## config.mk

```make
export PLATFORM = sky130hd
export DESIGN_NAME = gpio_input_conditioner
export DESIGN_NICKNAME = d
export VERILOG_FILES = /design/src/rtl/gpio_cond_pkg.sv /design/src/rtl/gpio_debounce_pin.sv /design/src/rtl/gpio_input_conditioner.sv
export SDC_FILE = /design/constraint.sdc
export NUM_CORES = 1
export LEC_CHECK = 0
export CAP_MARGIN = 10
export CORE_UTILIZATION = 40
export CTS_CLUSTER_SIZE = 28
export DETAILED_ROUTE_END_ITERATION = 6
export SYNTH_ARGS = -nofsm -noshare
export SYNTH_HDL_FRONTEND = slang
export SYNTH_SLANG_ARGS = --single-unit
```

## constraint.sdc

```tcl
create_clock -name clock -period 4.75 [get_ports clock]
set_input_delay 0.475 -clock clock [delete_from_list [all_inputs] [get_ports clock]]
set_output_delay 0.475 -clock clock [all_outputs]
set_load 0.02 [all_outputs]
```

## src/rtl/gpio_cond_pkg.sv

```systemverilog
// gpio_cond_pkg
//   Shared definitions for the GPIO input conditioner: the per-pin debounce
//   state encoding, the counter width helper and the smallest debounce
//   length the pin FSM can qualify with.
package gpio_cond_pkg;

  // Below two cycles there is no window in which a glitch could return to
  // the accepted level and be rejected.
  localparam int MIN_DEBOUNCE_CYCLES = 2;

  typedef enum logic {
    STABLE   = 1'b0,
    COUNTING = 1'b1
  } debounce_state_e;

  // The counter only has to reach DEBOUNCE_CYCLES-1, so clog2(cycles) bits
  // are enough; never drop below one bit.
  function automatic int cnt_width(input int cycles);
    int w;
    w = $clog2(cycles);
    if (w < 1) begin
      w = 1;
    end
    return w;
  endfunction

endpackage : gpio_cond_pkg

```

## src/rtl/gpio_debounce_pin.sv

```systemverilog
// gpio_debounce_pin
//   Conditions one raw pad bit: a two-flop synchronizer followed by a
//   debounce FSM. A new level is accepted only after the synchronized input
//   has differed from the accepted level for DEBOUNCE_CYCLES consecutive
//   cycles; any return to the accepted level restarts qualification.
//
//   state    | meaning
//   ---------+------------------------------------------------------------
//   STABLE   | sync2 matches the accepted level, counter idle at zero
//   COUNTING | sync2 differs from the accepted level, counter = run length
//
// Ports
//   clock        block clock
//   reset        synchronous, active-high reset
//   pad_in       raw asynchronous pad level
//   stable       debounced level
//   rise_strobe  high in the cycle whose closing edge accepts a new 1
//   fall_strobe  high in the cycle whose closing edge accepts a new 0
module gpio_debounce_pin
  import gpio_cond_pkg::*;
#(
  parameter int DEBOUNCE_CYCLES = 50000
) (
  input  logic clock,
  input  logic reset,
  input  logic pad_in,
  output logic stable,
  output logic rise_strobe,
  output logic fall_strobe
);

  localparam int               CNT_W    = cnt_width(DEBOUNCE_CYCLES);
  localparam logic [CNT_W-1:0] CNT_ONE  = CNT_W'(1);
  localparam logic [CNT_W-1:0] CNT_LAST = CNT_W'(DEBOUNCE_CYCLES - 1);

  logic            sync1_q;
  logic            sync2_q;
  debounce_state_e state_q;
  debounce_state_e state_d;
  logic [CNT_W-1:0] cnt_q;
  logic [CNT_W-1:0] cnt_d;
  logic            stable_q;
  logic            stable_d;
  logic            commit;

  always_ff @(posedge clock) begin
    if (reset) begin
      sync1_q  <= 1'b0;
      sync2_q  <= 1'b0;
      state_q  <= STABLE;
      cnt_q    <= '0;
      stable_q <= 1'b0;
    end else begin
      sync1_q  <= pad_in;
      sync2_q  <= sync1_q;
      state_q  <= state_d;
      cnt_q    <= cnt_d;
      stable_q <= stable_d;
    end
  end

  always_comb begin
    state_d  = state_q;
    cnt_d    = '0;
    stable_d = stable_q;
    commit   = 1'b0;
    case (state_q)
      STABLE: begin
        if (sync2_q != stable_q) begin
          state_d = COUNTING;
          cnt_d   = CNT_ONE;
        end
      end
      COUNTING: begin
        if (sync2_q == stable_q) begin
          // glitch: back to the accepted level, start over from zero
          state_d = STABLE;
        end else if (cnt_q == CNT_LAST) begin
          state_d  = STABLE;
          stable_d = sync2_q;
          commit   = 1'b1;
        end else begin
          cnt_d = cnt_q + CNT_ONE;
        end
      end
      default: begin
        state_d = STABLE;
      end
    endcase
  end

  // The strobes decode registered state only (no path from pad_in). They are
  // high during the cycle whose closing edge flips stable_q, so the top's
  // pending registers capture the event on the same edge as the new level.
  assign stable      = stable_q;
  assign rise_strobe = commit & sync2_q;
  assign fall_strobe = commit & ~sync2_q;

endmodule : gpio_debounce_pin

```

## src/rtl/gpio_input_conditioner.sv

```systemverilog
// gpio_input_conditioner
//   Sits between the pad tristate logic and the SoC gpio_input bus. Every pin
//   is synchronized and debounced; accepted rising/falling edges set sticky
//   pending bits that software clears with a masked strobe, and a registered
//   maskable interrupt summarizes the pending state.
//
// Ports
//   clock         block clock (single domain)
//   reset         synchronous, active-high reset
//   gpio_pad_in   raw asynchronous pad levels
//   rise_enable   per-pin enable for capturing rising edges
//   fall_enable   per-pin enable for capturing falling edges
//   irq_enable    per-pin interrupt mask
//   clear_valid   one-cycle strobe qualifying clear_mask
//   clear_mask    pins whose rise and fall pending bits are cleared
//   gpio_stable   debounced levels, drives SoC gpio_input
//   rise_pending  sticky rising-edge flags
//   fall_pending  sticky falling-edge flags
//   irq           registered interrupt request
module gpio_input_conditioner
  import gpio_cond_pkg::*;
#(
  parameter int GPIO_WIDTH      = 3,
  parameter int DEBOUNCE_CYCLES = 50000
) (
  input  logic                  clock,
  input  logic                  reset,
  input  logic [GPIO_WIDTH-1:0] gpio_pad_in,
  input  logic [GPIO_WIDTH-1:0] rise_enable,
  input  logic [GPIO_WIDTH-1:0] fall_enable,
  input  logic [GPIO_WIDTH-1:0] irq_enable,
  input  logic                  clear_valid,
  input  logic [GPIO_WIDTH-1:0] clear_mask,
  output logic [GPIO_WIDTH-1:0] gpio_stable,
  output logic [GPIO_WIDTH-1:0] rise_pending,
  output logic [GPIO_WIDTH-1:0] fall_pending,
  output logic                  irq
);

  // An undersized debounce length would leave no glitch window; clamp it.
  localparam int DEB_EFF = (DEBOUNCE_CYCLES < MIN_DEBOUNCE_CYCLES) ?
                           MIN_DEBOUNCE_CYCLES : DEBOUNCE_CYCLES;

  logic [GPIO_WIDTH-1:0] rise_strobe;
  logic [GPIO_WIDTH-1:0] fall_strobe;
  logic [GPIO_WIDTH-1:0] clear_bits;

  for (genvar i = 0; i < GPIO_WIDTH; i++) begin : g_pin
    gpio_debounce_pin #(
      .DEBOUNCE_CYCLES(DEB_EFF)
    ) u_pin (
      .clock       (clock),
      .reset       (reset),
      .pad_in      (gpio_pad_in[i]),
      .stable      (gpio_stable[i]),
      .rise_strobe (rise_strobe[i]),
      .fall_strobe (fall_strobe[i])
    );
  end

  assign clear_bits = clear_valid ? clear_mask : '0;

  // Clear is applied first and the new event ORed in afterwards, so an edge
  // landing in the same cycle as a clear is never lost.
  always_ff @(posedge clock) begin
    if (reset) begin
      rise_pending <= '0;
      fall_pending <= '0;
      irq          <= 1'b0;
    end else begin
      rise_pending <= (rise_pending & ~clear_bits) | (rise_strobe & rise_enable);
      fall_pending <= (fall_pending & ~clear_bits) | (fall_strobe & fall_enable);
      irq          <= |((rise_pending | fall_pending) & irq_enable);
    end
  end

endmodule : gpio_input_conditioner
```

==> impl_metrics.ini <==
[floorplan]
die-area_sq_mm = 0.007586
row_count = 30
die_x_microns = 87.10
ios = 28
core_area_sq_mm = 0.006907
start_util = 0.4194
die_h_microns = 87.10

[worst_setup_path]
required_ns = 4.97
cp_slowest_cell = nor4_4
crit_type = flop to flop
endpoint = g_pin[0].u_pin.cnt_q[11]
r2r_cells = 5
rr_endpoint = g_pin[0].u_pin.cnt_q[11]
path_cells = ha_1, nand3_1, nor4_4, nand2b_2, nor2_1
cp-end-kind = flop
rrSetupSlack_ns = 2.80
slowest_delay_ns = 0.51
crit_path_start = g_pin[0].u_pin.cnt_q[0]
startpoint_type = flop
cp_max_fo = 14
timing.rr.start = g_pin[0].u_pin.cnt_q[0]
crit_arrival_ns = 2.18

[timing]
period_share = 0.4111
rsz0062_at_grt = no
finClkSkew_ns = 0.01062
hold_viol_final = 0
setup_ws_ns = 2.797
setup_viol = 0
worst_slew_pin_slew_ns = 0.6040
fin_crit_ns = 1.953
fmax_mhz = 512.1
slew_viol_final = 0
slew_headroom = 0.5961
setup_tns_ns = 0

[clock_tree]
clock_latency_ns = 0.34
cts-resized-gates = 0
clockBufferDepth = 2
cts_setup_buffers = 0
cts.htree.levels = 3
cts_tree = yes
numCtsBuffers = 9
cts-root-buf = clkbuf_8
clock-sinks = 67
hold_buffers = 0
clk_pin_slew_worst_paths_ns = 0.08

[placed_design]
port_buffers = 27
post-place-ws_ns = 2.489
dp_hpwl_microns = 3843
gp_congestion = 0.7998

[cells_and_area]
antenna_cells = 0
area_delta_synth_final_pct = 17.15
nets = 368
drive_above_1_share = 0.06818

[synth]
synth-async-reset-ratio = 0
yosysTopAreaCell = dfxtp_1
synth.yosys.seq_area_share = 0.4631
syn-cell-area_sq_mm = 0.002897
synth.distinct_cells = 42
avgSynthCellArea_sq_um = 9.109
synth_warnings = 0
synth_area_leaders = dfxtp_1 46%, xnor2_1 11%, nor2_1 6.7%
synth_fp_nets = 339
ys_ff_latch = 67
syn_inst = 318
ys.flop_type = dfxtp_1
synth.top_cell.area_share = 0.4631
synth_edf_count = 0

[power_and_ir_drop]
p_leak_uw = 0.001024
p_per_area_mw_per_mm2 = 294.9
peakVddDrop_v = 0.0001322

[detailed_routing]
wl_met1_microns = 2743
route.detailed.drc = 0
wl_per_cell_microns = 12.19
vias_per_cell = 4.940
wl_microns = 5459
maxUsedRoutingLayer = met4
dr_wl_met2_microns = 2445
vias = 2213
ant_nets = 0
firstDrtPassIters = 4
wl_met3_microns = 208
drt-initial-drc-count = 102

[hold_path]
hold_path_class = flop to flop
whs_path_depth = 1

[global_routing]
grt_pass1_vias = 2095
grt-ovfl-total = 0
antenna_found_initial = 0
grt_pass1_wl_microns = 9370
grt_max_degree = 19
track_usage = 0.1597

[run_status]
status = completed

[job]
maxCapViolations = 0
[worst max-delay path: cells and delay by family, from the launching register on]
family | cells | cell delay (ns)
flops | 1 | 0.38
simple gates | 4 | 1.25
fa+ha+maj | 1 | 0.20
[through the flow]
step | total power, uW | std cells | hold WS, ns | instance area, sq um | util
after floorplan | 589.3 | 318 | 0.4138 | 2897 | -
after global placement | 605.7 | 432 | 0.4232 | 3226 | 0.4670
after detailed placement | 605.7 | 432 | 0.4212 | 3226 | 0.4670
after CTS | 1017 | 448 | 0.4408 | 3393 | 0.4913
after global routing | 1047 | 448 | 0.4594 | 3393 | 0.4913
final | 1001 | 448 | 0.4386 | 3393 | 0.4913
[layout by cell type (no fill, tap or decap), drive strengths merged, types with 2 or more instances in the layout]
cell            n
a21oi           6
xnor2          38
o21ai           8
and3            3
dfxtp          67
clkbuf          9
clkdlybuf4s50  27
nor2           52
nand2          16
nand2b          2
nand4          14
inv            16
xor2            6
nor3           12
clkinv          4
nor4           17
nand3b          2
a32o            4
and2            5
nand3          15
ha              3
or4b            3
and4            2
clkinvlp        2
nor2b           6
[layer usage]
metal	vias to the layer above	track usage
met2	34	0.2555
met4	0	0.07154
met5	-	0
met3	4	0.05118
li1	1155	-
met1	1020	0.1963
[power by group]
group          leakage [uW]  switching, uW  total (uW)  internal, uW
logic              0.000398           8.24        24.3          16.1
registers          0.000541           3.12         568           565
clock network     0.0000852            221         408           187
total               0.00102            232        1000           768
[cells in the mapped netlist, types with 2 or more instances]
cell type	count
a21oi_1	6
a32o_1	4
and2_1	5
and3_1	3
and4_1	2
buf_4	3
buf_6	2
clkbuf_1	3
dfxtp_1	67
ha_1	3
inv_1	15
nand2_1	16
nand3_1	15
nand4_1	14
nor2_1	52
nor2b_1	6
nor3_1	12
nor4_1	15
nor4_4	2
o21ai_0	8
or4b_4	2
xnor2_1	38
xor2_1	6
[final cells by class]
class	instances	area, sq um
repair buffers	27	270.3
clock inverters	7	43.79
fillers	693	3513
flip-flops and latches	67	1341
clock buffers	9	123.9
inverters	15	56.30
multi-input cells	227	1438
well taps	96	120.1
[flip-flops by register name, indices dropped and copies added, names as in the netlist]
signal	count
g_pin.u_pin.cnt_q	48
fall_pending	3
g_pin.u_pin.stable	3
g_pin.u_pin.state_q	3
g_pin.u_pin.sync1_q	3
g_pin.u_pin.sync2_q	3
rise_pending	3
irq	1
[worst min path at each step]
stage                             end              startpoint
2_1_floorplan  g_pin[0].u_pin.sync2_q  g_pin[0].u_pin.sync1_q
3_3_place_gp   g_pin[1].u_pin.sync2_q  g_pin[1].u_pin.sync1_q
3_5_place_dp   g_pin[1].u_pin.sync2_q  g_pin[1].u_pin.sync1_q
4_1_cts        g_pin[1].u_pin.sync2_q  g_pin[1].u_pin.sync1_q
5_1_grt        g_pin[0].u_pin.sync2_q  g_pin[0].u_pin.sync1_q
6_report       g_pin[1].u_pin.sync2_q  g_pin[1].u_pin.sync1_q
[logic make-up (layout without fill, tap and decap cells)]
group           Yosys count  in the layout  share of synthesized area
fa+ha+maj                 3              3                    0.01296
simple gates            157            157                     0.2985
compound gates           23             23                    0.05184
xor+xnor                 44             44                     0.1330
flops                    67             67                     0.4631
buf+inv                  24             58                    0.04060
No activity file was read; power rests on OpenSTA's default activity.
